File: config.mk
export PLATFORM = sky130hd
export DESIGN_NAME = fpu_job_scheduler
export DESIGN_NICKNAME = d
export VERILOG_FILES = /design/src/rtl/fpu_job_scheduler.sv
export SDC_FILE = /design/constraint.sdc
export NUM_CORES = 1
export LEC_CHECK = 0
export CORE_AREA = 3 3 179 181
export DETAILED_ROUTE_END_ITERATION = 8
export DIE_AREA = 0 0 182 184
export PLACE_DENSITY = 0.68
export SLEW_MARGIN = 20
export SYNTH_ARGS = -nofsm -noshare
export SYNTH_HDL_FRONTEND = slang
export SYNTH_SLANG_ARGS = --single-unit
File: constraint.sdc
create_clock -name clk -period 12.55 [get_ports clk]
set_input_delay 2.51 -clock clk [delete_from_list [all_inputs] [get_ports clk]]
set_output_delay 2.51 -clock clk [all_outputs]
set_load 0.05 [all_outputs]
File: src/rtl/fpu_job_scheduler.sv
// Round-robin job scheduler sharing one fixed-latency dot-product FPU among NUM_REQ requesters.
// Optional `ifdef FPU_SCHED_STATS_EN adds saturating job_count / stall_count outputs.
//
// state | meaning
// IDLE  | arbitrating; req_ready one-hot to the winner
// ISSUE | operands latched, fpu_start pulse
// WAIT  | counting down the datapath latency
// RESP  | result held until resp_ready
module fpu_job_scheduler #(
  parameter int NUM_REQ = 2,
  parameter int LATENCY = 2,
  parameter int ID_W    = 3
) (
  input  logic                   clk,
  input  logic                   rst,
  input  logic [NUM_REQ-1:0]     req_valid,
  output logic [NUM_REQ-1:0]     req_ready,
  input  logic [128*NUM_REQ-1:0] req_ops,
  output logic [127:0]           fpu_ops,
  output logic                   fpu_start,
  input  logic [31:0]            fpu_out,
  output logic                   resp_valid,
  input  logic                   resp_ready,
  output logic [ID_W-1:0]        resp_id,
  output logic [31:0]            resp_data,
  output logic                   resp_zero,
  output logic                   busy
`ifdef FPU_SCHED_STATS_EN
  ,
  output logic [15:0]            job_count,
  output logic [15:0]            stall_count
`endif
);

  localparam int CNT_W = (LATENCY > 1) ? $clog2(LATENCY) : 1;
  localparam logic [1:0] S_IDLE  = 2'd0;
  localparam logic [1:0] S_ISSUE = 2'd1;
  localparam logic [1:0] S_WAIT  = 2'd2;
  localparam logic [1:0] S_RESP  = 2'd3;
  localparam logic [ID_W-1:0]  PTR_INIT = ID_W'(NUM_REQ - 1);
  localparam logic [CNT_W-1:0] CNT_LOAD = CNT_W'(LATENCY - 1);

  logic [1:0]       state_q, state_d;
  logic [ID_W-1:0]  rr_ptr_q, rr_ptr_d;
  logic [ID_W-1:0]  id_q, id_d;
  logic [CNT_W-1:0] cnt_q, cnt_d;
  logic [127:0]     fpu_ops_q, fpu_ops_d;
  logic [ID_W-1:0]  resp_id_q, resp_id_d;
  logic [31:0]      resp_data_q, resp_data_d;
  logic             resp_zero_q, resp_zero_d;

  logic             grant_any;
  logic [ID_W-1:0]  grant_id;
  logic [127:0]     ops_sel;

  // Search starts just after the last winner so every requester gets a turn.
  always_comb begin
    int idx;
    grant_any = 1'b0;
    grant_id  = '0;
    ops_sel   = '0;
    req_ready = '0;
    for (int i = 1; i <= NUM_REQ; i++) begin
      idx = int'(rr_ptr_q) + i;
      if (idx >= NUM_REQ) idx = idx - NUM_REQ;
      if (!grant_any && req_valid[idx]) begin
        grant_any = 1'b1;
        grant_id  = ID_W'(idx);
        ops_sel   = req_ops[idx*128 +: 128];
        if (state_q == S_IDLE) req_ready[idx] = 1'b1;
      end
    end
  end

  always_comb begin
    state_d     = state_q;
    rr_ptr_d    = rr_ptr_q;
    id_d        = id_q;
    cnt_d       = cnt_q;
    fpu_ops_d   = fpu_ops_q;
    resp_id_d   = resp_id_q;
    resp_data_d = resp_data_q;
    resp_zero_d = resp_zero_q;
    case (state_q)
      S_IDLE: begin
        if (grant_any) begin
          fpu_ops_d = ops_sel;
          id_d      = grant_id;
          rr_ptr_d  = grant_id;
          state_d   = S_ISSUE;
        end
      end
      S_ISSUE: begin
        cnt_d   = CNT_LOAD;
        state_d = S_WAIT;
      end
      S_WAIT: begin
        // Result timed by latency alone; the datapath valid is low for zero results.
        if (cnt_q == '0) begin
          resp_data_d = fpu_out;
          resp_zero_d = (fpu_out[30:0] == 31'd0);
          resp_id_d   = id_q;
          state_d     = S_RESP;
        end else begin
          cnt_d = cnt_q - CNT_W'(1);
        end
      end
      S_RESP: begin
        if (resp_ready) state_d = S_IDLE;
      end
      default: state_d = S_IDLE;
    endcase
  end

  always_ff @(posedge clk or posedge rst) begin
    if (rst) begin
      state_q     <= S_IDLE;
      rr_ptr_q    <= PTR_INIT;
      id_q        <= '0;
      cnt_q       <= '0;
      fpu_ops_q   <= '0;
      resp_id_q   <= '0;
      resp_data_q <= '0;
      resp_zero_q <= 1'b0;
    end else begin
      state_q     <= state_d;
      rr_ptr_q    <= rr_ptr_d;
      id_q        <= id_d;
      cnt_q       <= cnt_d;
      fpu_ops_q   <= fpu_ops_d;
      resp_id_q   <= resp_id_d;
      resp_data_q <= resp_data_d;
      resp_zero_q <= resp_zero_d;
    end
  end

  assign fpu_ops    = fpu_ops_q;
  assign fpu_start  = (state_q == S_ISSUE);
  assign resp_valid = (state_q == S_RESP);
  assign resp_id    = resp_id_q;
  assign resp_data  = resp_data_q;
  assign resp_zero  = resp_zero_q;
  assign busy       = (state_q != S_IDLE);

`ifdef FPU_SCHED_STATS_EN
  logic [15:0] job_count_q, job_count_d;
  logic [15:0] stall_count_q, stall_count_d;

  always_comb begin
    job_count_d   = job_count_q;
    stall_count_d = stall_count_q;
    if (state_q == S_RESP && resp_ready && job_count_q != 16'hFFFF)
      job_count_d = job_count_q + 16'd1;
    if (state_q == S_RESP && !resp_ready && stall_count_q != 16'hFFFF)
      stall_count_d = stall_count_q + 16'd1;
  end

  always_ff @(posedge clk or posedge rst) begin
    if (rst) begin
      job_count_q   <= '0;
      stall_count_q <= '0;
    end else begin
      job_count_q   <= job_count_d;
      stall_count_q <= stall_count_d;
    end
  end

  assign job_count   = job_count_q;
  assign stall_count = stall_count_q;
`endif

endmodule

Word-level counts from Yosys, hierarchy flattened:

Cells that the tools add are included.

* register bits after elaboration: 173
* input port bits: 293
* output and inout bits: 169
* word-level logic and storage cells: 68

* add/subtract/negate cells: 5
* magnitude comparators: 6
* equality and inequality tests: 6
* shifts and indexed selects: 2
* muxes and demuxes: 28
* bitwise operators: 2
* reduce and logical (&&, ||, !) cells: 11

Operators by type and width (number)
* 256-bit by 32-bit indexed part select with 128-bit output: 2
* 128-bit two-way mux: 2
* 32-bit by 1-bit >= comparator with 1-bit output (second input constant): 2
* 32-bit by 3-bit less-than comparator with 1-bit output (second input constant): 2
* 32-bit two-way mux: 2
* 31-bit zero test: 1
* 2-bit two-way mux: 7
* 1-bit two-way mux: 11
* 4-bit by 2-bit subtractor with 5-bit output (second input constant): 2
* 4-bit by 2-bit >= comparator with 1-bit output (second input constant): 2
* 2-bit one-hot mux with 4 select lines: 1
* 3-bit two-way mux: 2
* 3-bit by 1-bit adder with 4-bit output (second input constant): 1
* 3-bit by 2-bit adder with 4-bit output (second input constant): 1
* 2-bit equality test (second input constant): 2
* 2-bit != test (second input constant): 2
* 2-bit AND reduction: 2
* 2-bit nonzero test: 2
* 1-bit logical AND: 3
* 3-bit AND reduction: 1
* 1-bit demux with 1-bit select: 2
* 2-bit by 1-bit equality test with 1-bit output (second input constant): 1
* 2-bit zero test: 1
* 2-bit by 1-bit != test with 1-bit output (second input constant): 1
* 5 further kinds: 5

Depth between registers and ports, before layout:

Gate-level depths: netlist of run 1.

* word-level depth: 12
* mapped depth: 13
* mapped depth without buffers: 8

Worst setup path after synthesis of run 1:

OpenSTA, ideal clock, no wires.

* path type: in2out
* start: in req_valid[1]
* end: out req_ready[0]
* data arrival time: 4.179 ns
* required time: 10.040 ns
* setup slack: 5.861 ns
* stages on the path: 8
* path buffers: 4
* cell sequence: buf_2 > nor2_1 > and2_1 > clkbuf_1 > buf_2 > buf_2 > nand2_1 > a21oi_1

* word-level cells in the longest chain between the ends: 7
* elaborated cells between the ends (all ways): 13
* those cells by class: 10 x mux; 1 x bitwise; 2 x reduce/logical

Ends and longest elaborated chain
* start: declaration: line 16 `input logic [NUM_REQ-1:0] req_valid,`
* 1-bit two-way mux (implied by the code) (3 in a row): line 66 `if (!grant_any && req_valid[idx]) begin`
* 2-bit two-way mux or 1-bit two-way mux (tied branches): line 66
* 2-bit OR (no line) or 1-bit zero test (tied branches)
* 2-bit two-way mux or 1-bit logical AND (tied branches): line 70, 66
* 2-bit two-way mux *: line 66
* end: declaration: line 17 `output logic [NUM_REQ-1:0] req_ready,`

Mark *: on every way between the ends. The rest lies on a longest branch, timed or not. The select of a mux whose other input is x is not followed.

Worst setup path after layout of run 1:

Ends and elaborated chain as after synthesis.

==> impl_metrics.csv, run 1 <==
group,metric,value,unit
finish,multi_input_comb_area,5670,µm²
sta,finalHoldViolations,0,
grt,grt-ovfl-total,0,
drt,drt_iter0_markers,685,
drt,drt-wirelength-per-cell,21.7,µm
floorplan,ios,462,
floorplan,dieHeight,184,µm
yosys,ys_types,46,
yosys,synth-edff-count,0,
worst_setup_path,crit_fanout,65,
placed_design,dp.cells,1683,
floorplan,rows,64,
placed_design,gp_congestion,0.796,
sta,max_freq,128,MHz
clock_tree,hold_buffers,0,
worst_setup_path,required,10.04,ns
power,p_per_area,249,nW/µm²
floorplan,die-area,33500,µm²
clock_tree,cts_buffers,17,
placed_design,dpl_cell_area,15200,µm²
worst_setup_path,reg2reg_depth,9,
drt,vias,9539,
finish,areaGrowthSynthToFinish,49.0,%
clock_tree,cts.reportedPaths.clkPinSlew,0.07,ns
worst_setup_path,end_kind,"primary output",
sta,skew,0.0147,ns
clock_tree,cts_buffer_depth,2,
sta,tightest_slew,1.10,ns
worst_setup_path,cp-start-kind,"input port",
floorplan,coreArea,30600,µm²
placed_design,io_buffers,461,
sta,fin_ws,4.71,ns
grt,grt_pass1_vias,9678,
yosys,synthesis.nets,1211,
clock_tree,clock_latency,0.43,ns
sta,period_minus_slack,7.84,ns
placed_design,dp_slack,4.70,ns
clock_tree,clock-root-buffer,"clkbuf_16",
worst_setup_path,cp.arrival,5.33,ns
finish,final_common_cell,"clkdlybuf4s50_1",
worst_setup_path,rrSetupSlack,8.60,ns
sta,slew_headroom,0.268,
yosys,ys_warn_count,0,
yosys,avgSynthCellArea,11.7,µm²
sta,slew_viol_final,0,
floorplan,start_util,0.346,
sta,setup_viol,0,
grt,grt_use_total,0.212,
worst_hold_path,hold_depth,2,
finish,ff_latch_area,4280,µm²
yosys,async_flop_share,1.00,
clock_tree,cts_resized,0,
clock_tree,cts_tree,"done",
clock_tree,cts_setup_buffers,0,
finish,final_cell_mix,"461 x clkdlybuf4s50_1, 170 x dfrtp_1, 136 x nand2_1",
clock_tree,clkSinkCount,171,
grt,grt_max_degree,76,
drt,antenna_left,0,
finish,finalInstanceArea,15800,µm²
finish,nets,1611,
power,p_leak,6.09,nW
yosys,synth_cells,906,
yosys,synth_area,10600,µm²
drt,vias_per_cell,5.56,
placed_design,dpl.hpwl,25600,µm
finish,drive_gt1_frac,0.162,
grt,antenna_found_initial,1,
worst_setup_path,critPathKind,"input port to primary output",
finish,final_util,0.516,
drt,dr.pass1.iters,5,
drt,wirelength,37200,µm
grt,grt_pass1_wl,56900,µm
run,cap_violations,0,
finish,nFillCells,2708,
sta,period_share,0.624,
worst_hold_path,hold_path.class,"flop to flop",
finish,final_cells,1716,
floorplan,dieWidth,182,µm
sta,rsz0062_at_grt,"false",
yosys,ys_ff_latch,171,
yosys,ys_seq_area_frac,0.404,
drt,drc,0,
power,peakVddDrop,110,µV
clock_tree,cts_htree_levels,4,
outcome,status,"completed",
yosys,synth_top_flop_cell,"dfrtp_1",
sta,fin_setup_tns,0,ns
==> worst paths after layout <==
| kind | startpoint | endpoint |
|---|---|---|
| setup / recovery | req_valid[1] | req_ready[0] |
| hold / removal | fpu_ops[91]$_DFFE_PP0P_ | fpu_ops[91]$_DFFE_PP0P_ |
| setup reg to reg | rr_ptr_q[0]$_DFFE_PP1P_ | fpu_ops[18]$_DFFE_PP0P_ |
| hold reg to reg | fpu_ops[91]$_DFFE_PP0P_ | fpu_ops[91]$_DFFE_PP0P_ |
| max in group asynchronous | rst | fpu_ops[63]$_DFFE_PP0P_ |
| min in group asynchronous | rst | fpu_ops[22]$_DFFE_PP0P_ |
==> per-layer routing <==
metal  vias up  part of all wire  track usage
met5         -                 0            0
met4         0             0.026       0.0722
met3        54             0.067       0.0546
met2       349              0.49        0.353
met1      4766              0.41        0.271
li1       4370                 -            -
==> synthesized netlist by cell type, drive strengths merged, types with 2 or more instances <==
| master | n | area (µm²) |
|---|---|---|
| o21ai | 6 | 30.0 |
| nor4 | 7 | 43.8 |
| a21bo | 2 | 20.0 |
| mux2i | 129 | 1290 |
| and2 | 2 | 12.5 |
| xnor2 | 2 | 25.0 |
| mux2 | 36 | 405 |
| nand4 | 3 | 18.8 |
| buf | 73 | 584 |
| a22oi | 128 | 961 |
| nor2 | 8 | 30.0 |
| a21oi | 5 | 28.8 |
| inv | 10 | 37.5 |
| nor2b | 2 | 12.5 |
| nand2 | 136 | 510 |
| ha | 12 | 150 |
| o211ai | 6 | 45.0 |
| dfrtp | 170 | 4250 |
| clkbuf | 20 | 78.8 |
| or4 | 2 | 15.0 |
| nand2b | 4 | 32.5 |
| o221ai | 128 | 1870 |
==> per-stage QoR <==
step | total power, W | hold WS (ns)
detailed placement | 0.00341 | 0.469
global route | 0.00414 | 0.509
floorplan | 0.00268 | 0.460
finish | 0.00394 | 0.483
CTS | 0.00398 | 0.489
global placement | 0.00339 | 0.468
==> layout make-up <==
| class | count | share of cell area |
|---|---|---|
| well taps | 396 | 0.0314 |
| diodes | 1 | 0.000158 |
| clock buffers | 17 | 0.0269 |
| multi-input cells | 632 | 0.359 |
| inverters | 10 | 0.00269 |
| repair buffers | 474 | 0.298 |
| flip-flops and latches | 171 | 0.271 |
| clock inverters | 15 | 0.0105 |
==> power by group <==
part | internal, W | switching (W)
clock network | 0.000286 | 0.000265
logic | 0.000910 | 0.00154
registers | 0.000779 | 0.000158
==> cells by family (layout without fill, tap and decap cells) <==
group                      Yosys count  in the layout  synth area share
DFF                                171            171             0.404
and+or+nand+nor                    170            170            0.0676
buffers and inverters              103            516            0.0661
muxes                              165            165             0.160
xor gates and xnor gates             3              3           0.00319
adders and majority gates           12             12            0.0142
other                                0              1                 0
AOI/OAI and AO/OA                  282            282             0.285
==> critical path: stages <==
cell	delay, ns
clkdlybuf4s50_1	0.59
nor2_1	0.22
and2_4	0.71
nand2_1	0.11
a21oi_1	0.30
clkdlybuf4s50_1	0.88
==> flip-flops by register name (all words and copies together) (netlist names) <==
name and flops:
rr_ptr_q 3, state_q 2, resp_zero 1, resp_id 3, id_q 1, cnt_q 1, resp_data 32, fpu_ops 128
Note: power is estimated with default switching activity, not from simulation.
==> run 2, diff against run 1 <==
--- a/config.mk
+++ b/config.mk
@@ -8,7 +8,7 @@
 export CORE_AREA = 3 3 179 181
 export DETAILED_ROUTE_END_ITERATION = 8
 export DIE_AREA = 0 0 182 184
-export PLACE_DENSITY = 0.68
+export PLACE_DENSITY = 0.7
 export SLEW_MARGIN = 20
 export SYNTH_ARGS = -nofsm -noshare
 export SYNTH_HDL_FRONTEND = slang
==> constraint.sdc (replaced) <==
create_clock -name clk -period 6.4 [get_ports clk]
set_input_delay 1.28 -clock clk [delete_from_list [all_inputs] [get_ports clk]]
set_output_delay 1.28 -clock clk [all_outputs]
set_load 0.05 [all_outputs]
==> run 2 against run 1 <==
- sequential share of layout area hardly changed
- clock skew is 0.0025 ns higher
- sequential cell count stayed put
- global-route usage is 0.080 points lower
- first-iteration DRC count is 26% lower
- worst setup slack worse by 3.4 ns
- combinational power is 97% higher
- largest cell class unchanged
==> impl_metrics.csv, run 2 (same netlist as run 1, synthesis figures left out) <==
group,metric,value,unit
drt,drt-wirelength-per-cell,21.7,µm
clock_tree,cts_resized,0,
sta,fin_ws,1.29,ns
grt,grt_max_degree,129,
placed_design,dp_slack,1.58,ns
sta,setup_viol,0,
floorplan,start_util,0.346,
clock_tree,cts.reportedPaths.clkPinSlew,0.08,ns
finish,areaGrowthSynthToFinish,49.2,%
power,peakVddDrop,272,µV
sta,period_share,0.799,
worst_hold_path,hold_path.class,"flop to flop",
clock_tree,clock_latency,0.43,ns
clock_tree,clock-root-buffer,"clkbuf_16",
finish,drive_gt1_frac,0.159,
sta,period_minus_slack,5.11,ns
sta,rsz0062_at_grt,"false",
floorplan,rows,64,
placed_design,gp_congestion,0.793,
drt,vias_per_cell,5.54,
drt,antenna_left,0,
finish,largest_reg_flops,128,
finish,nFillCells,2658,
power,p_per_area,489,nW/µm²
sta,skew,0.0171,ns
drt,drt_iter0_markers,504,
worst_setup_path,crit_fanout,42,
clock_tree,cts_buffers,17,
grt,grt_pass1_vias,9631,
drt,dr.pass1.iters,5,
placed_design,dpl.hpwl,24800,µm
sta,finalHoldViolations,0,
worst_setup_path,cp.arrival,3.83,ns
clock_tree,clkSinkCount,171,
clock_tree,cts_setup_buffers,0,
grt,antenna_found_initial,1,
clock_tree,hold_buffers,0,
worst_setup_path,end_kind,"primary output",
floorplan,dieHeight,184,µm
floorplan,ios,462,
clock_tree,cts_htree_levels,4,
sta,hold_ws,0.487,ns
floorplan,dieWidth,182,µm
sta,tightest_slew,1.07,ns
grt,grt_use_total,0.212,
sta,slew_viol_final,0,
finish,nets,1609,
placed_design,io_buffers,461,
run,cap_violations,0,
clock_tree,cts_tree,"done",
floorplan,die-area,33500,µm²
placed_design,dp.cells,1681,
worst_setup_path,cp-start-kind,"flop",
sta,fin_setup_tns,0,ns
floorplan,coreArea,30600,µm²
worst_setup_path,required,5.12,ns
outcome,status,"completed",
power,p_leak,6.11,nW
sta,slew_headroom,0.288,
grt,grt-ovfl-total,0,
sta,max_freq,196,MHz
drt,wirelength,37100,µm
grt,grt_pass1_wl,56400,µm
finish,final_cell_mix,"461 x clkdlybuf4s50_1, 170 x dfrtp_1, 136 x nand2_1",
drt,drc,0,
drt,vias,9502,
finish,final_common_cell,"clkdlybuf4s50_1",
clock_tree,cts_buffer_depth,2,
finish,final_cells,1714,
worst_setup_path,critPathKind,"flop to primary output",
-- run 2: changes by cell type in the layout (fill, tap and decap cells not counted) --
cell	change
inv_8	-3
clkinv_4	-1
clkinvlp_4	-1
clkinv_2	+2
buf_12	+3
buf_4	-5
bufinv_16	+1
clkbuf_1	+2
-- run 2: layout make-up --
type | count | area, µm² | area share
Antenna cell | 1 | 2.50 | 0.000158
Clock buffer | 19 | 433 | 0.0274
Clock inverter | 13 | 156 | 0.00989
Inverter | 10 | 42.5 | 0.00269
Multi-Input combinational cell | 632 | 5670 | 0.358
Sequential cell | 171 | 4280 | 0.271
Tap cell | 396 | 495 | 0.0313
Timing Repair Buffer | 472 | 4730 | 0.299
-- run 2: metal layers --
layer,vias up,global-route usage,part of all wire
met5,-,0,0
met4,0,0.0716,0.029
met3,56,0.0552,0.072
met2,363,0.353,0.49
met1,4726,0.267,0.41
li1,4357,-,-
-- run 2: stage by stage --
step	power, W	area [µm²]	util
after floorplan	0.00526	10600	-
after global placement	0.00666	15200	0.498
after detailed placement	0.00671	15200	0.498
after CTS	0.00782	15800	0.517
after global routing	0.00813	15800	0.517
final	0.00774	15800	0.517
-- run 2: path summary, 6_finish.rpt --
kind / startpoint / to / slack, ns / depth (start not counted)
max: rr_ptr_q[0]$_DFFE_PP1P_ / req_ready[0] / 1.29 / 9
max reg2reg: rr_ptr_q[0]$_DFFE_PP1P_ / fpu_ops[72]$_DFFE_PP0P_ / 2.64 / 7
min: fpu_ops[92]$_DFFE_PP0P_ / fpu_ops[92]$_DFFE_PP0P_ / 0.49 / 2
min reg2reg: fpu_ops[92]$_DFFE_PP0P_ / fpu_ops[92]$_DFFE_PP0P_ / 0.49 / 2
max in group asynchronous: rst / fpu_ops[58]$_DFFE_PP0P_ / 4.02 / 3
min in group asynchronous: rst / fpu_ops[4]$_DFFE_PP0P_ / 1.33 / 2
-- run 2: report_power, final --
group,leakage (nW),internal (W),total (W),switching [W]
clock,0.293,0.000590,0.00108,0.000488
sequential,2.26,0.00153,0.00184,0.000313
combinational,3.56,0.00179,0.00482,0.00303
total,6.11,0.00391,0.00774,0.00383
-- run 2: worst max-delay path, cell delays in order (launching register included) --
cell	delay, ns
dfstp_4	0.98
inv_1	0.14
ha_1	0.40
inv_1	0.11
ha_1	0.15
a21bo_2	0.25
nor2_1	0.12
o211ai_1	0.10
a21oi_1	0.26
clkdlybuf4s50_1	0.88
